==> config.mk <==
export PLATFORM = sky130hd
export DESIGN_NAME = z_c_mask_buffer
export DESIGN_NICKNAME = d
export VERILOG_FILES = /design/src/rtl/dfdd_pkg.sv /design/src/rtl/dfdd_sync_fifo.sv /design/src/rtl/z_c_mask_buffer.sv
export SDC_FILE = /design/constraint.sdc
export NUM_CORES = 1
export LEC_CHECK = 0
export ABC_AREA = 1
export CAP_MARGIN = 40
export CORE_MARGIN = 2
export CORE_UTILIZATION = 40
export CTS_CLUSTER_DIAMETER = 80
export CTS_CLUSTER_SIZE = 8
export DETAILED_ROUTE_END_ITERATION = 6
export SYNTH_ARGS = -nofsm -noshare
export SYNTH_HDL_FRONTEND = slang
export SYNTH_SLANG_ARGS = --single-unit
==> constraint.sdc <==
create_clock -name clk_i -period 4.5 [get_ports clk_i]
set_input_delay 0.9 -clock clk_i [delete_from_list [all_inputs] [get_ports clk_i]]
set_output_delay 0.9 -clock clk_i [all_outputs]
set_load 0.02 [all_outputs]
==> src/rtl/dfdd_pkg.sv <==
// Shared constants and masked-value helpers for the depth/confidence datapath.
package dfdd_pkg;

    // Width of the pixel column/row coordinates carried alongside each sample.
    localparam int COORD_WIDTH = 16;

    // Widest floating-point word the helper functions can describe.
    localparam int FP_MAX_WIDTH = 128;

    // Canonical quiet NaN: sign 0, exponent all ones, fraction MSB 1, rest 0.
    function automatic logic [FP_MAX_WIDTH-1:0] qnan(input int expWidth, input int fracWidth);
        logic [FP_MAX_WIDTH-1:0] value;
        value = ((FP_MAX_WIDTH'(1) << expWidth) - FP_MAX_WIDTH'(1)) << fracWidth;
        if (fracWidth > 0) begin
            value = value | (FP_MAX_WIDTH'(1) << (fracWidth - 1));
        end
        return value;
    endfunction

    // Positive zero is all bits clear in any IEEE-style format.
    function automatic logic [FP_MAX_WIDTH-1:0] pos_zero();
        return '0;
    endfunction

endpackage

==> src/rtl/dfdd_sync_fifo.sv <==
// Single-clock show-ahead FIFO; head entry is presented on data_o while not empty.
// A push into a full FIFO is only accepted when a pop frees a slot in the same cycle.
module dfdd_sync_fifo
    import dfdd_pkg::*;
#(
    parameter int DATA_WIDTH = 8,
    parameter int DEPTH      = 16,
    localparam int AW        = $clog2(DEPTH)
) (
    input  logic                  clk_i,
    input  logic                  rst_i,
    input  logic                  push_i,
    input  logic                  pop_i,
    input  logic [DATA_WIDTH-1:0] data_i,
    output logic [DATA_WIDTH-1:0] data_o,
    output logic                  full_o,
    output logic                  empty_o,
    output logic [AW:0]           count_o
);

    logic [DATA_WIDTH-1:0] mem_q [DEPTH];
    logic [AW-1:0]         wrPtr_q;
    logic [AW-1:0]         rdPtr_q;
    logic [AW:0]           count_q;
    logic                  doPush;
    logic                  doPop;

    assign full_o  = (count_q == (AW+1)'(DEPTH));
    assign empty_o = (count_q == '0);
    assign count_o = count_q;
    assign doPop   = pop_i && !empty_o;
    assign doPush  = push_i && (!full_o || doPop);

    // Pointers wrap naturally because DEPTH is a power of two; count tracks occupancy.
    always_ff @(posedge clk_i or negedge rst_i) begin
        if (!rst_i) begin
            wrPtr_q <= '0;
            rdPtr_q <= '0;
            count_q <= '0;
        end else begin
            if (doPush) wrPtr_q <= wrPtr_q + AW'(1);
            if (doPop)  rdPtr_q <= rdPtr_q + AW'(1);
            unique case ({doPush, doPop})
                2'b10:   count_q <= count_q + (AW+1)'(1);
                2'b01:   count_q <= count_q - (AW+1)'(1);
                default: count_q <= count_q;
            endcase
        end
    end

    // Storage needs no reset; stale contents are hidden behind empty_o.
    always_ff @(posedge clk_i) begin
        if (doPush) mem_q[wrPtr_q] <= data_i;
    end

    assign data_o = empty_o ? '0 : mem_q[rdPtr_q];

endmodule

==> src/rtl/z_c_mask_buffer.sv <==
// Confidence-masks depth samples and buffers them in a show-ahead output FIFO.
// Build option DFDD_Z_MASK_NAN_EN: masked depth becomes quiet NaN instead of +0.
module z_c_mask_buffer
    import dfdd_pkg::*;
#(
    parameter int EXP_WIDTH     = 0,
    parameter int FRAC_WIDTH    = 0,
    parameter int IMAGE_WIDTH   = 640,
    parameter int IMAGE_HEIGHT  = 480,
    parameter int FIFO_DEPTH    = 16,
    localparam int FP_WIDTH_REG = 1 + EXP_WIDTH + FRAC_WIDTH,
    localparam int CNT_WIDTH    = $clog2(FIFO_DEPTH) + 1
) (
    input  logic                    clk_i,
    input  logic                    rst_i,
    input  logic [FP_WIDTH_REG-1:0] z_i,
    input  logic [FP_WIDTH_REG-1:0] c_i,
    input  logic [COORD_WIDTH-1:0]  col_i,
    input  logic [COORD_WIDTH-1:0]  row_i,
    input  logic                    valid_i,
    input  logic [FP_WIDTH_REG-1:0] threshold_i,
    input  logic                    clear_ovf_i,
    input  logic                    ready_i,
    output logic [FP_WIDTH_REG-1:0] z_o,
    output logic [FP_WIDTH_REG-1:0] c_o,
    output logic [COORD_WIDTH-1:0]  col_o,
    output logic [COORD_WIDTH-1:0]  row_o,
    output logic                    masked_o,
    output logic                    last_o,
    output logic                    valid_o,
    output logic [CNT_WIDTH-1:0]    count_o,
    output logic                    overflow_o,
    output logic [15:0]             frame_cnt_o
);

    localparam int ENTRY_WIDTH = 2 + 2*COORD_WIDTH + 2*FP_WIDTH_REG;

`ifdef DFDD_Z_MASK_NAN_EN
    localparam logic [FP_MAX_WIDTH-1:0] MASKED_FULL = qnan(EXP_WIDTH, FRAC_WIDTH);
`else
    localparam logic [FP_MAX_WIDTH-1:0] MASKED_FULL = pos_zero();
`endif
    localparam logic [FP_WIDTH_REG-1:0] MASKED_Z = MASKED_FULL[FP_WIDTH_REG-1:0];

    logic                   magMasked;
    logic                   lastPixel;
    logic                   s1Valid_d;
    logic                   s1Valid_q;
    logic [ENTRY_WIDTH-1:0] s1Entry_d;
    logic [ENTRY_WIDTH-1:0] s1Entry_q;
    logic [ENTRY_WIDTH-1:0] headEntry;
    logic                   fifoFull;
    logic                   fifoEmpty;
    logic                   popFire;
    logic                   dropFire;
    logic                   overflow_q;
    logic [15:0]            frameCnt_q;
    logic                   unusedSignBits;

    // Threshold sign is meaningless for a magnitude compare.
    assign unusedSignBits = threshold_i[FP_WIDTH_REG-1];

    generate
        if (FP_WIDTH_REG > 1) begin : gMagCompare
            assign magMasked = c_i[FP_WIDTH_REG-2:0] < threshold_i[FP_WIDTH_REG-2:0];
        end else begin : gSignOnly
            assign magMasked = 1'b0;
        end
    endgenerate

    assign lastPixel = (col_i == COORD_WIDTH'(IMAGE_WIDTH - 1)) &&
                       (row_i == COORD_WIDTH'(IMAGE_HEIGHT - 1));

    // Build the stage-1 entry: masked flag, frame-end flag, coordinates, c and substituted z.
    always_comb begin
        s1Valid_d = valid_i;
        s1Entry_d = {magMasked, lastPixel, row_i, col_i, c_i, magMasked ? MASKED_Z : z_i};
    end

    // Stage-1 valid is reset so in-flight beats vanish on reset assertion.
    always_ff @(posedge clk_i or negedge rst_i) begin
        if (!rst_i) s1Valid_q <= 1'b0;
        else        s1Valid_q <= s1Valid_d;
    end

    // Stage-1 payload only loads on a beat; it is ignored while s1Valid_q is low.
    always_ff @(posedge clk_i) begin
        if (valid_i) s1Entry_q <= s1Entry_d;
    end

    dfdd_sync_fifo #(
        .DATA_WIDTH(ENTRY_WIDTH),
        .DEPTH     (FIFO_DEPTH)
    ) uFifo (
        .clk_i  (clk_i),
        .rst_i  (rst_i),
        .push_i (s1Valid_q),
        .pop_i  (popFire),
        .data_i (s1Entry_q),
        .data_o (headEntry),
        .full_o (fifoFull),
        .empty_o(fifoEmpty),
        .count_o(count_o)
    );

    assign valid_o  = !fifoEmpty;
    assign popFire  = valid_o && ready_i;
    assign dropFire = s1Valid_q && fifoFull && !popFire;

    // Sticky drop flag; a fresh drop wins over a simultaneous clear.
    always_ff @(posedge clk_i or negedge rst_i) begin
        if (!rst_i)           overflow_q <= 1'b0;
        else if (dropFire)    overflow_q <= 1'b1;
        else if (clear_ovf_i) overflow_q <= 1'b0;
    end

    // Count frames as their final pixel leaves the buffer; wraps at 16 bits.
    always_ff @(posedge clk_i or negedge rst_i) begin
        if (!rst_i)                 frameCnt_q <= '0;
        else if (popFire && last_o) frameCnt_q <= frameCnt_q + 16'd1;
    end

    assign {masked_o, last_o, row_o, col_o, c_o, z_o} = headEntry;
    assign overflow_o  = overflow_q;
    assign frame_cnt_o = frameCnt_q;

endmodule

; ---- Word level (Yosys, flattened, before mapping)
; Memories as Yosys holds them, arrays and structs flattened.
; Cells that the tools add are included.
[op_classes]
add_sub_neg = 5
eq_ne = 5
muxes = 6
reduce_logical = 14
[op_table]
columns = op, count
row1 = $mux 36, 1
row2 = $add 16x1->16 const B, 1
row3 = $eq 16x10->1 const B, 1
row4 = $eq 16x9->1 const B, 1
row5 = $pmux 5 s2, 1
row6 = $add 4x1->4 const B, 2
row7 = $logic_and 1x1->1, 7
row8 = $add 5x1->5 const B, 1
row9 = $eq 5x5->1 const B, 1
row10 = $logic_not 5->1, 1
row11 = $sub 5x1->5 const B, 1
row12 = $mux 1, 4
row13 = $reduce_bool 2->1, 2
row14 = $logic_not 1->1, 3
row15 = $eq 2x1->1 const B, 1
row16 = $eq 2x2->1 const B, 1
row17 = $logic_or 1x1->1, 1
[word_totals]
register_bits = 66
mem_bits_rw = 560
inputBits = 40
out_inout_bits = 59
wordCells = 38
mem_count = 1
[mem_list]
columns = name, words, word_bits, rd, rd_ports_with_merged_regs, wr, line
row1 = uFifo.mem_q, 16, 35, 1, 0, 1, dfdd_sync_fifo.sv:21  ; logic [DATA_WIDTH-1:0] mem_q [DEPTH];

; ---- Logic depth before layout (Yosys ltp)
; Gate-level depths: netlist of the first run.
[logic_depth]
word_depth = 8
depth_mapped = 15
depth_no_buf = 15

; ---- Modules after synthesis
; From an unflattened synthesis of the first run, not the netlist that was laid out.
[hier_totals]
hier_cells = 2176
hier_area_um2 = 26002.4
[by_module_without_submodules]
columns = module, n_inst, cells_per_inst, area_each_um2, seq_area_each_um2
row1 = dfdd_sync_fifo, 1, 1992, 23857.9, 17621.9
row2 = z_c_mask_buffer, 1, 184, 2144.6, 1501.4

; ---- Least setup slack after synthesis of the first run
; No wires, ideal clock.
[synth_timing]
kind = input -> register
startpoint = input port ready_i
endpoint = memory uFifo.mem_q[11][0] (netlist name) (enable)
setup_ns = 0.427
t_arrival_ns = 2.864
required_ns = 4.073
path_slack_ns = 1.209
path_stages = 6
n_path_buf = 0
path_cell_list = nor2_1 -> nand3_1 -> nand2_1 -> inv_1 -> nand2_1 -> nor2_1
[synth_between]
elab_chain_len = 6
[synth_lines]
columns = item, line
row1 = from (decl), z_c_mask_buffer.sv:23  ; input logic ready_i,
row2 = $logic_and 1x1->1, z_c_mask_buffer.sv:107  ; assign popFire = valid_o && ready_i;
row3 = $logic_and 1x1->1, dfdd_sync_fifo.sv:31  ; assign doPop = pop_i && !empty_o;
row4 = $logic_or 1x1->1, dfdd_sync_fifo.sv:32  ; assign doPush = push_i && (!full_o || doPop);
row5 = $logic_and 1x1->1, dfdd_sync_fifo.sv:32
row6 = $mux 1, dfdd_sync_fifo.sv:53  ; if (doPush) mem_q[wrPtr_q] <= data_i;
row7 = $mux 1 (not written as such), dfdd_sync_fifo.sv:53
row8 = to (decl), dfdd_sync_fifo.sv:21
; No other way between the ends.

; ---- Worst setup path after layout of the first run
[layout_timing]
startpoint = register uFifo.rdPtr_q[0]
endpoint = output port row_o[5]
[layout_between]
elab_chain_len = 2
[layout_lines]
columns = item, line
row1 = from (decl), dfdd_sync_fifo.sv:23  ; logic [AW-1:0] rdPtr_q;
row2 = from (signal assigned), dfdd_sync_fifo.sv:42  ; if (doPop) rdPtr_q <= rdPtr_q + AW'(1);
row3 = $mem_v2 16x35, --
row4 = $mux 36, dfdd_sync_fifo.sv:56  ; assign data_o = empty_o ? '0 : mem_q[rdPtr_q];
row5 = to (decl), z_c_mask_buffer.sv:27  ; output logic [COORD_WIDTH-1:0] row_o,
; No other way between the ends.

==> results of run 1 <==
## how the worst max path moves through the flow
stage                     startpoint            endpoint  slack, ns
finish              uFifo.rdPtr_q[0]            row_o[5]       0.31
global route        uFifo.rdPtr_q[0]            row_o[0]       0.03
CTS                 uFifo.rdPtr_q[0]            row_o[0]       0.24
detailed placement  uFifo.rdPtr_q[0]            row_o[0]       0.92
global placement    uFifo.rdPtr_q[0]           col_o[15]       0.92
floorplan                    ready_i  uFifo.mem_q[11][0]       1.21
## cells by family after synthesis
group,share of synthesized area
other cells,0.000152
fa+ha+maj,0.00406
xor+xnor,0.00781
buf+inv,0.0286
simple gates,0.0886
compound gates,0.116
flops,0.755
## layer usage
metal / track usage / wire length (µm)
met3: 0.0333 / 3330
met4: 0.0578 / 1230
met2: 0.338 / 31100
met5: 0 / 0
met1: 0.264 / 27300
## through the flow
stage / area (µm²) / power, W / cells / worst slack (ns)
final: 29200 / 0.0199 / 2752 / 0.313
after global routing: 29200 / 0.0209 / 2752 / 0.0334
after CTS: 29200 / 0.0201 / 2752 / 0.236
after detailed placement: 26700 / 0.0142 / 2638 / 0.921
after global placement: 26700 / 0.0140 / 2637 / 0.922
after floorplan: 24700 / 0.0115 / 1836 / 1.21
## power breakdown
| group | internal (W) | switching, W |
|---|---|---|
| logic | 0.00218 | 0.00448 |
| registers | 0.00707 | 0.000286 |
| clock network | 0.00355 | 0.00234 |
| total | 0.0128 | 0.00711 |
## cells in the final DEF (no fill, tap or decap), drive strengths merged, types with 36 or more instances in the layout
| master | n |
|---|---|
| nand3 | 87 |
| nand2 | 77 |
| clkdlybuf4s50 | 95 |
| nor2 | 356 |
| o22ai | 41 |
| clkbuf | 107 |
| a21oi | 36 |
| edfxtp | 595 |
| inv | 37 |
| buf | 40 |
| o221ai | 97 |
| o21ai | 306 |
## cell type report
class | count | area [µm²] | area share
Sequential cell | 626 | 18700 | 0.640
Multi-Input combinational cell | 1050 | 5450 | 0.187
Clock buffer | 107 | 2290 | 0.0787
Timing Repair Buffer | 135 | 1490 | 0.0510
Tap cell | 790 | 988 | 0.0339
Inverter | 37 | 145 | 0.00498
Clock inverter | 7 | 143 | 0.00489
## tightest hold or removal path: cells and delay by family, from the launching register on
kind	cells	cell delay, ns
simple gates	2	0.11
flops	1	0.37
## state kept, by name, indices dropped and copies added, names as in the netlist
| register | flops |
|---|---|
| s1Valid_q | 1 |
| uFifo.count_o | 5 |
| uFifo.mem_q | 560 |
| overflow_o | 1 |
| s1Entry_q | 35 |
| uFifo.rdPtr_q | 4 |
| uFifo.wrPtr_q | 4 |
| frame_cnt_o | 16 |
==> impl_metrics.toml, run 1 <==
[sta]
worst_hold_slack_ns = 0.516
finalHoldViolCount = 0
setup_viol = 0
slew_headroom = 0.486
rsz0062_at_grt = "false"
fin_crit_sh = 0.931
slew_viol_final = 0
finalClockSkew_ns = 0.0238
fmax_mhz = 239
finalSetupTns_ns = 0
worst_slew_pin_slew_ns = 0.771
final.min_clock_period_ns = 4.19

[layout]
areaGrowthSynthToFinish_pct = 18.1
nNetsFinal = 1986
post-route-util = 0.475
drive_above_1_share = 0.0851
fillCellCount = 5217
n_antenna_cell = 0

[power]
irDropWorstVdd_uv = 601
p_leak_nw = 9.52
powerDensity_nw_per_um2 = 683

[setup_path]
path_class = "reg -> out"
reg2reg_to = "uFifo.mem_q[13][11]"
cp_slowest_cell = "clkdlybuf4s50_1"
critPathMaxFanout = 38
cp_top_family = "buffers and inverters"
worstPathBufferInverterCount = 3
end_kind = "primary output"
crit_chain = "inv_6 -> buf_4 -> o21ai_0 -> o221ai_1 -> nand3_1 -> a21oi_1 -> clkdlybuf4s50_1"
worstSetupPathDepth = 7
cpPeakStageDelay_ns = 0.68
cp.arrival_ns = 3.29
cp-start-kind = "flip-flop"
r2r_start = "uFifo.count_o[4]"
reg2reg_slack_ns = 1.97
cp.required_ns = 3.60
r2r_cells = 8

[clocking]
cts-buffers-inserted = 88
clock-root-buffer = "clkbuf_16"
clkTransAtPathRegs_ns = 0.05
htree_num_levels = 3
cts_tree = "yes"
insertion_delay_ns = 0.63
cts_resized = 0
cts_sinks = 626
cts_hold_buf = 0
post_cts_buffers = 0
clk_path_buf_depth = 3

[grt]
grt_pass1_vias = 15800
overflow = 0
grt_pass1_wl_um = 95700
grt_usage = 0.199
grt_max_degree = 144
antenna_found_initial = 0

[drt]
wire_per_inst_um = 22.9
via_per_inst = 5.63
routed_wl_um = 62900
drc = 0
drtIter0Drc = 1427
vias = 15500
antenna_left = 0
firstDrtPassIters = 6

[logic_synthesis]
ys_top_cells_by_count = "edfxtp_1, nor2_1, o21ai_0"
synthFlopType = "edfxtp_1"
ys_seq_elements = 626
synth.distinct_cells = 32
synth_enable_flop_cells = 595
synth.avg_cell_area_um2 = 13.4
syn_area_um2 = 24700
yosys.area.top_type = "edfxtp_1"
syn_inst = 1836
synthTopCellsByArea = "edfxtp_1, o21ai_0, nor2_1, o221ai_1, dfrtp_1"
yosysSeqAreaShare = 0.755
yosys_warnings = 0
synth_fp_nets = 1884
yosysTopAreaCellShare = 0.724
yosysMostFrequentCell = "edfxtp_1"
async_reset_ff_frac = 0.0495

[placement]
gp_congestion = 0.784
dpl.hpwl_um = 31000
port_buffers = 96

[min_path]
hp-start = "frame_cnt_o[15]"
hold_class = "reg -> reg"
hold_end = "frame_cnt_o[15]"
hold_depth = 2

[floorplanning]
core_um2 = 61400
start_util = 0.402
io_pins = 99
rows = 91
die_h_um = 252
die_x_um = 252
die_area_um2 = 63700

[job]
maxCapViolations = 0

[status]
status = "finished clean"
No activity file was read; power rests on OpenSTA's default activity.
==> run 2: changes to the inputs <==
--- a/config.mk
+++ b/config.mk
@@ -8,10 +8,11 @@
 export ABC_AREA = 1
 export CAP_MARGIN = 40
 export CORE_MARGIN = 2
-export CORE_UTILIZATION = 40
+export CORE_UTILIZATION = 53
 export CTS_CLUSTER_DIAMETER = 80
 export CTS_CLUSTER_SIZE = 8
 export DETAILED_ROUTE_END_ITERATION = 6
+export PLACE_DENSITY = 0.71
 export SYNTH_ARGS = -nofsm -noshare
 export SYNTH_HDL_FRONTEND = slang
 export SYNTH_SLANG_ARGS = --single-unit
==> impl_metrics.toml, run 2 (synthesized netlist as in run 1, its figures left out) <==
[grt]
grt_pass1_wl_um = 90100
grt_pass1_vias = 15700
grt_max_degree = 174
overflow = 0
antenna_found_initial = 0
grt_usage = 0.250

[sta]
worst_hold_slack_ns = 0.519
finalSetupTns_ns = 0
setup_viol = 0
worst_slew_pin_slew_ns = 0.828
rsz0062_at_grt = "false"
slew_viol_final = 0
finalClockSkew_ns = 0.0442
finalHoldViolCount = 0
slew_headroom = 0.448
final.min_clock_period_ns = 4.33
fmax_mhz = 231
fin_crit_sh = 0.962
finalWorstSetupSlack_ns = 0.171

[clocking]
insertion_delay_ns = 0.62
htree_num_levels = 3
cts_resized = 0
cts_tree = "yes"
post_cts_buffers = 0
clkTransAtPathRegs_ns = 0.05
cts_hold_buf = 0
clk_path_buf_depth = 3
clock-root-buffer = "clkbuf_16"
cts_sinks = 626
cts-buffers-inserted = 88

[floorplanning]
die_x_um = 220
io_pins = 99
core_um2 = 46300
die_area_um2 = 48300
die_h_um = 220
rows = 79
start_util = 0.534

[drt]
firstDrtPassIters = 6
drc = 0
routed_wl_um = 60100
wire_per_inst_um = 23.4
drtIter0Drc = 1956
vias = 15800
via_per_inst = 6.14
antenna_left = 0

[layout]
largest_reg_flops = 560
final_cells = 2571
final_cell_mix = "edfxtp_1, nor2_1, o21ai_0, o221ai_1, clkdlybuf4s50_1"
final_common_cell = "edfxtp_1"
areaGrowthSynthToFinish_pct = 17.3
nNetsFinal = 1991
drive_above_1_share = 0.0876
post-route-util = 0.626
n_antenna_cell = 0
top_register = "uFifo.mem_q"

[power]
irDropWorstVdd_uv = 731
powerDensity_nw_per_um2 = 687
p_leak_nw = 9.55

[setup_path]
cp_top_family = "buffers and inverters"
worstPathBufferInverterCount = 3
cp_slowest_cell = "clkdlybuf4s50_1"
cp-start-kind = "flip-flop"
cp.required_ns = 3.60
cp.arrival_ns = 3.43
path_class = "reg -> out"
crit_chain = "clkinv_2 -> buf_12 -> o21ai_0 -> o221ai_1 -> nand3_1 -> a21oi_1 -> clkdlybuf4s50_1"
end_kind = "primary output"
critPathMaxFanout = 61
cpPeakStageDelay_ns = 0.69

[placement]
port_buffers = 96
gp_congestion = 0.800
pre_cts_ws_ns = 0.862
dpl.hpwl_um = 30600
dpl.cell_count = 2460

[min_path]
hold_class = "reg -> reg"

[status]
status = "finished clean"

[job]
maxCapViolations = 0
-- run 2: cell count changes in the layout (fill, tap and decap cells not counted), sizes merged --
| cell | delta |
|---|---|
| buf | +5 |
| clkbuf | -3 |
| inv | +2 |
| clkinvlp | -1 |
| clkinv | -1 |
-- run 2: area by class of cell --
cell class              count  area, µm²
clock buffers             104       2280
fillers                  3371      17300
inverters                  37        145
multi-input cells        1050       5450
clock inverters             7        124
flip-flops and latches    626      18700
repair buffers            140       1530
well taps                 607        759
-- run 2: worst paths after layout --
check                                  from          endpoint  slack [ns]  cells past startpoint
min in group asynchronous             rst_i  uFifo.rdPtr_q[0]        0.59                      1
max in group asynchronous             rst_i  uFifo.wrPtr_q[0]        3.19                      2
min reg2reg                uFifo.count_o[4]  uFifo.count_o[4]        0.52                      2
max reg2reg                uFifo.rdPtr_q[1]   frame_cnt_o[14]        1.92                     10
min                        uFifo.count_o[4]  uFifo.count_o[4]        0.52                      2
max                        uFifo.rdPtr_q[1]         col_o[12]        0.17                      7
-- run 2: tightest hold or removal path: cells and delay by family, from the launching register on --
family / cells / cell delay [ns]
DFF: 1 / 0.36
and+or+nand+nor: 2 / 0.12
-- run 2: power by group --
part | leakage (nW) | internal (W) | switching [W]
sequential | 5.80 | 0.00707 | 0.000333
clock | 1.17 | 0.00354 | 0.00230
combinational | 2.58 | 0.00222 | 0.00443
total | 9.55 | 0.0128 | 0.00707
-- run 2: routing by layer --
metal	GRT usage	vias up	wire, µm
met5	0	-	0
met4	0.107	0	1700
met3	0.0413	125	4650
met2	0.415	748	29800
met1	0.329	7834	24000
li1	-	7068	-
-- run 2: through the flow --
| step | area (µm²) | total power, W |
|---|---|---|
| CTS | 28900 | 0.0199 |
| detailed placement | 26500 | 0.0141 |
| global placement | 26500 | 0.0138 |
| global route | 28900 | 0.0208 |
| floorplan | 24700 | 0.0115 |
| finish | 28900 | 0.0199 |
==> run 3: changes to the inputs <==
--- a/config.mk
+++ b/config.mk
@@ -7,10 +7,10 @@
 export LEC_CHECK = 0
 export ABC_AREA = 1
 export CAP_MARGIN = 40
+export CORE_ASPECT_RATIO = 1.4
 export CORE_MARGIN = 2
 export CORE_UTILIZATION = 53
 export CTS_CLUSTER_DIAMETER = 80
-export CTS_CLUSTER_SIZE = 8
 export DETAILED_ROUTE_END_ITERATION = 6
 export PLACE_DENSITY = 0.71
 export SYNTH_ARGS = -nofsm -noshare
==> impl_metrics.toml, run 3 (synthesized netlist as in run 1, its figures left out) <==
[setup_path]
critPathMaxFanout = 62
path_class = "reg -> out"
cpPeakStageDelay_ns = 0.70
crit_chain = "inv_6 -> buf_12 -> o21ai_0 -> o221ai_1 -> nand3_1 -> a21oi_1 -> clkdlybuf4s50_1"
worstSetupPathDepth = 7
end_kind = "primary output"
r2r_cells = 8
cp-start-kind = "flip-flop"
cp_top_family = "buffers and inverters"
cp.required_ns = 3.60
worstPathBufferInverterCount = 3
cp_slowest_cell = "clkdlybuf4s50_1"
cp.arrival_ns = 3.42

[layout]
drive_above_1_share = 0.0796
largest_reg_flops = 560
seq_area_um2 = 18700
top_register = "uFifo.mem_q"
nNetsFinal = 1964
final_cell_mix = "edfxtp_1, nor2_1, o21ai_0, o221ai_1, clkdlybuf4s50_1"
fillCellCount = 3347
final_cells = 2576
n_antenna_cell = 0
areaGrowthSynthToFinish_pct = 14.5
multi_input_area_um2 = 5450
final_common_cell = "edfxtp_1"

[grt]
antenna_found_initial = 0
grt_max_degree = 97
overflow = 0
grt_usage = 0.245
grt_pass1_wl_um = 90200
grt_pass1_vias = 15600

[drt]
via_per_inst = 6.12
antenna_left = 0
vias = 15800
firstDrtPassIters = 7
routed_wl_um = 59900
drtIter0Drc = 1708
drc = 0
wire_per_inst_um = 23.2

[placement]
dpl.hpwl_um = 31300
gp_congestion = 0.832
dpl.cell_count = 2476
port_buffers = 96

[clocking]
cts-buffers-inserted = 55
cts_hold_buf = 0
clock-root-buffer = "clkbuf_16"
insertion_delay_ns = 0.60
htree_num_levels = 2
cts_sinks = 626
clkTransAtPathRegs_ns = 0.06
cts_resized = 0
clk_path_buf_depth = 3
post_cts_buffers = 0
cts_tree = "yes"

[sta]
worst_slew_pin_slew_ns = 0.708
finalHoldViolCount = 0
finalClockSkew_ns = 0.0210
final.min_clock_period_ns = 4.32
slew_headroom = 0.528
rsz0062_at_grt = "false"
fmax_mhz = 232
slew_viol_final = 0
finalSetupTns_ns = 0
setup_viol = 0
fin_crit_sh = 0.960

[floorplanning]
start_util = 0.537
core_um2 = 46000
rows = 93
die_x_um = 186
die_area_um2 = 48300
io_pins = 99
die_h_um = 259

[job]
maxCapViolations = 0

[status]
status = "finished clean"

[min_path]
hold_depth = 2
hold_class = "reg -> reg"

[power]
irDropWorstVdd_uv = 507
p_leak_nw = 9.22
powerDensity_nw_per_um2 = 651
[run 3: power by group]
group	leakage (nW)	internal [W]	total [W]	switching [W]
clock	0.815	0.00242	0.00441	0.00199
combinational	2.61	0.00220	0.00661	0.00442
sequential	5.80	0.00705	0.00737	0.000323
total	9.22	0.0117	0.0184	0.00673
[run 3: worst register-to-register path: cells and delay by family, from the launching register on]
| family | cells | cell delay (ns) |
|---|---|---|
| DFF | 1 | 0.40 |
| buffers and inverters | 3 | 0.67 |
| and+or+nand+nor | 5 | 1.14 |
[run 3: stage by stage]
| step | cell area, µm² | util | hold WS (ns) | power [W] | setup WS, ns |
|---|---|---|---|---|---|
| 6_report | 28300 | 0.615 | 0.522 | 0.0184 | 0.181 |
| 5_1_grt | 28300 | 0.615 | 0.567 | 0.0192 | 0.0877 |
| 4_1_cts | 28300 | 0.615 | 0.530 | 0.0184 | 0.222 |
| 3_5_place_dp | 26600 | 0.579 | 0.510 | 0.0141 | 0.857 |
| 3_3_place_gp | 26600 | 0.578 | 0.497 | 0.0139 | 0.888 |
| 2_1_floorplan | 24700 | - | 0.539 | 0.0115 | 1.21 |
[run 3: path summary, 6_finish.rpt]
| kind | from | end | slack [ns] |
|---|---|---|---|
| min in group asynchronous | rst_i | frame_cnt_o[1] | 0.72 |
| setup reg to reg | uFifo.count_o[4] | uFifo.mem_q[1][18] | 1.99 |
| max in group asynchronous | rst_i | uFifo.rdPtr_q[1] | 3.42 |
| setup / recovery | uFifo.rdPtr_q[0] | col_o[8] | 0.18 |
| hold / removal | uFifo.count_o[4] | uFifo.count_o[4] | 0.52 |
| hold reg to reg | uFifo.count_o[4] | uFifo.count_o[4] | 0.52 |
[run 3: metal layers]
layer	GRT usage	share of wire
met1	0.299	0.38
met5	0	0
met4	0.0993	0.033
met2	0.441	0.52
met3	0.0354	0.071
[run 3: area by class of cell]
cell class	count	area share
Clock buffer	75	0.0539
Clock inverter	25	0.00558
Inverter	37	0.00513
Multi-Input combinational cell	1050	0.193
Sequential cell	626	0.660
Tap cell	617	0.0273
Timing Repair Buffer	146	0.0555
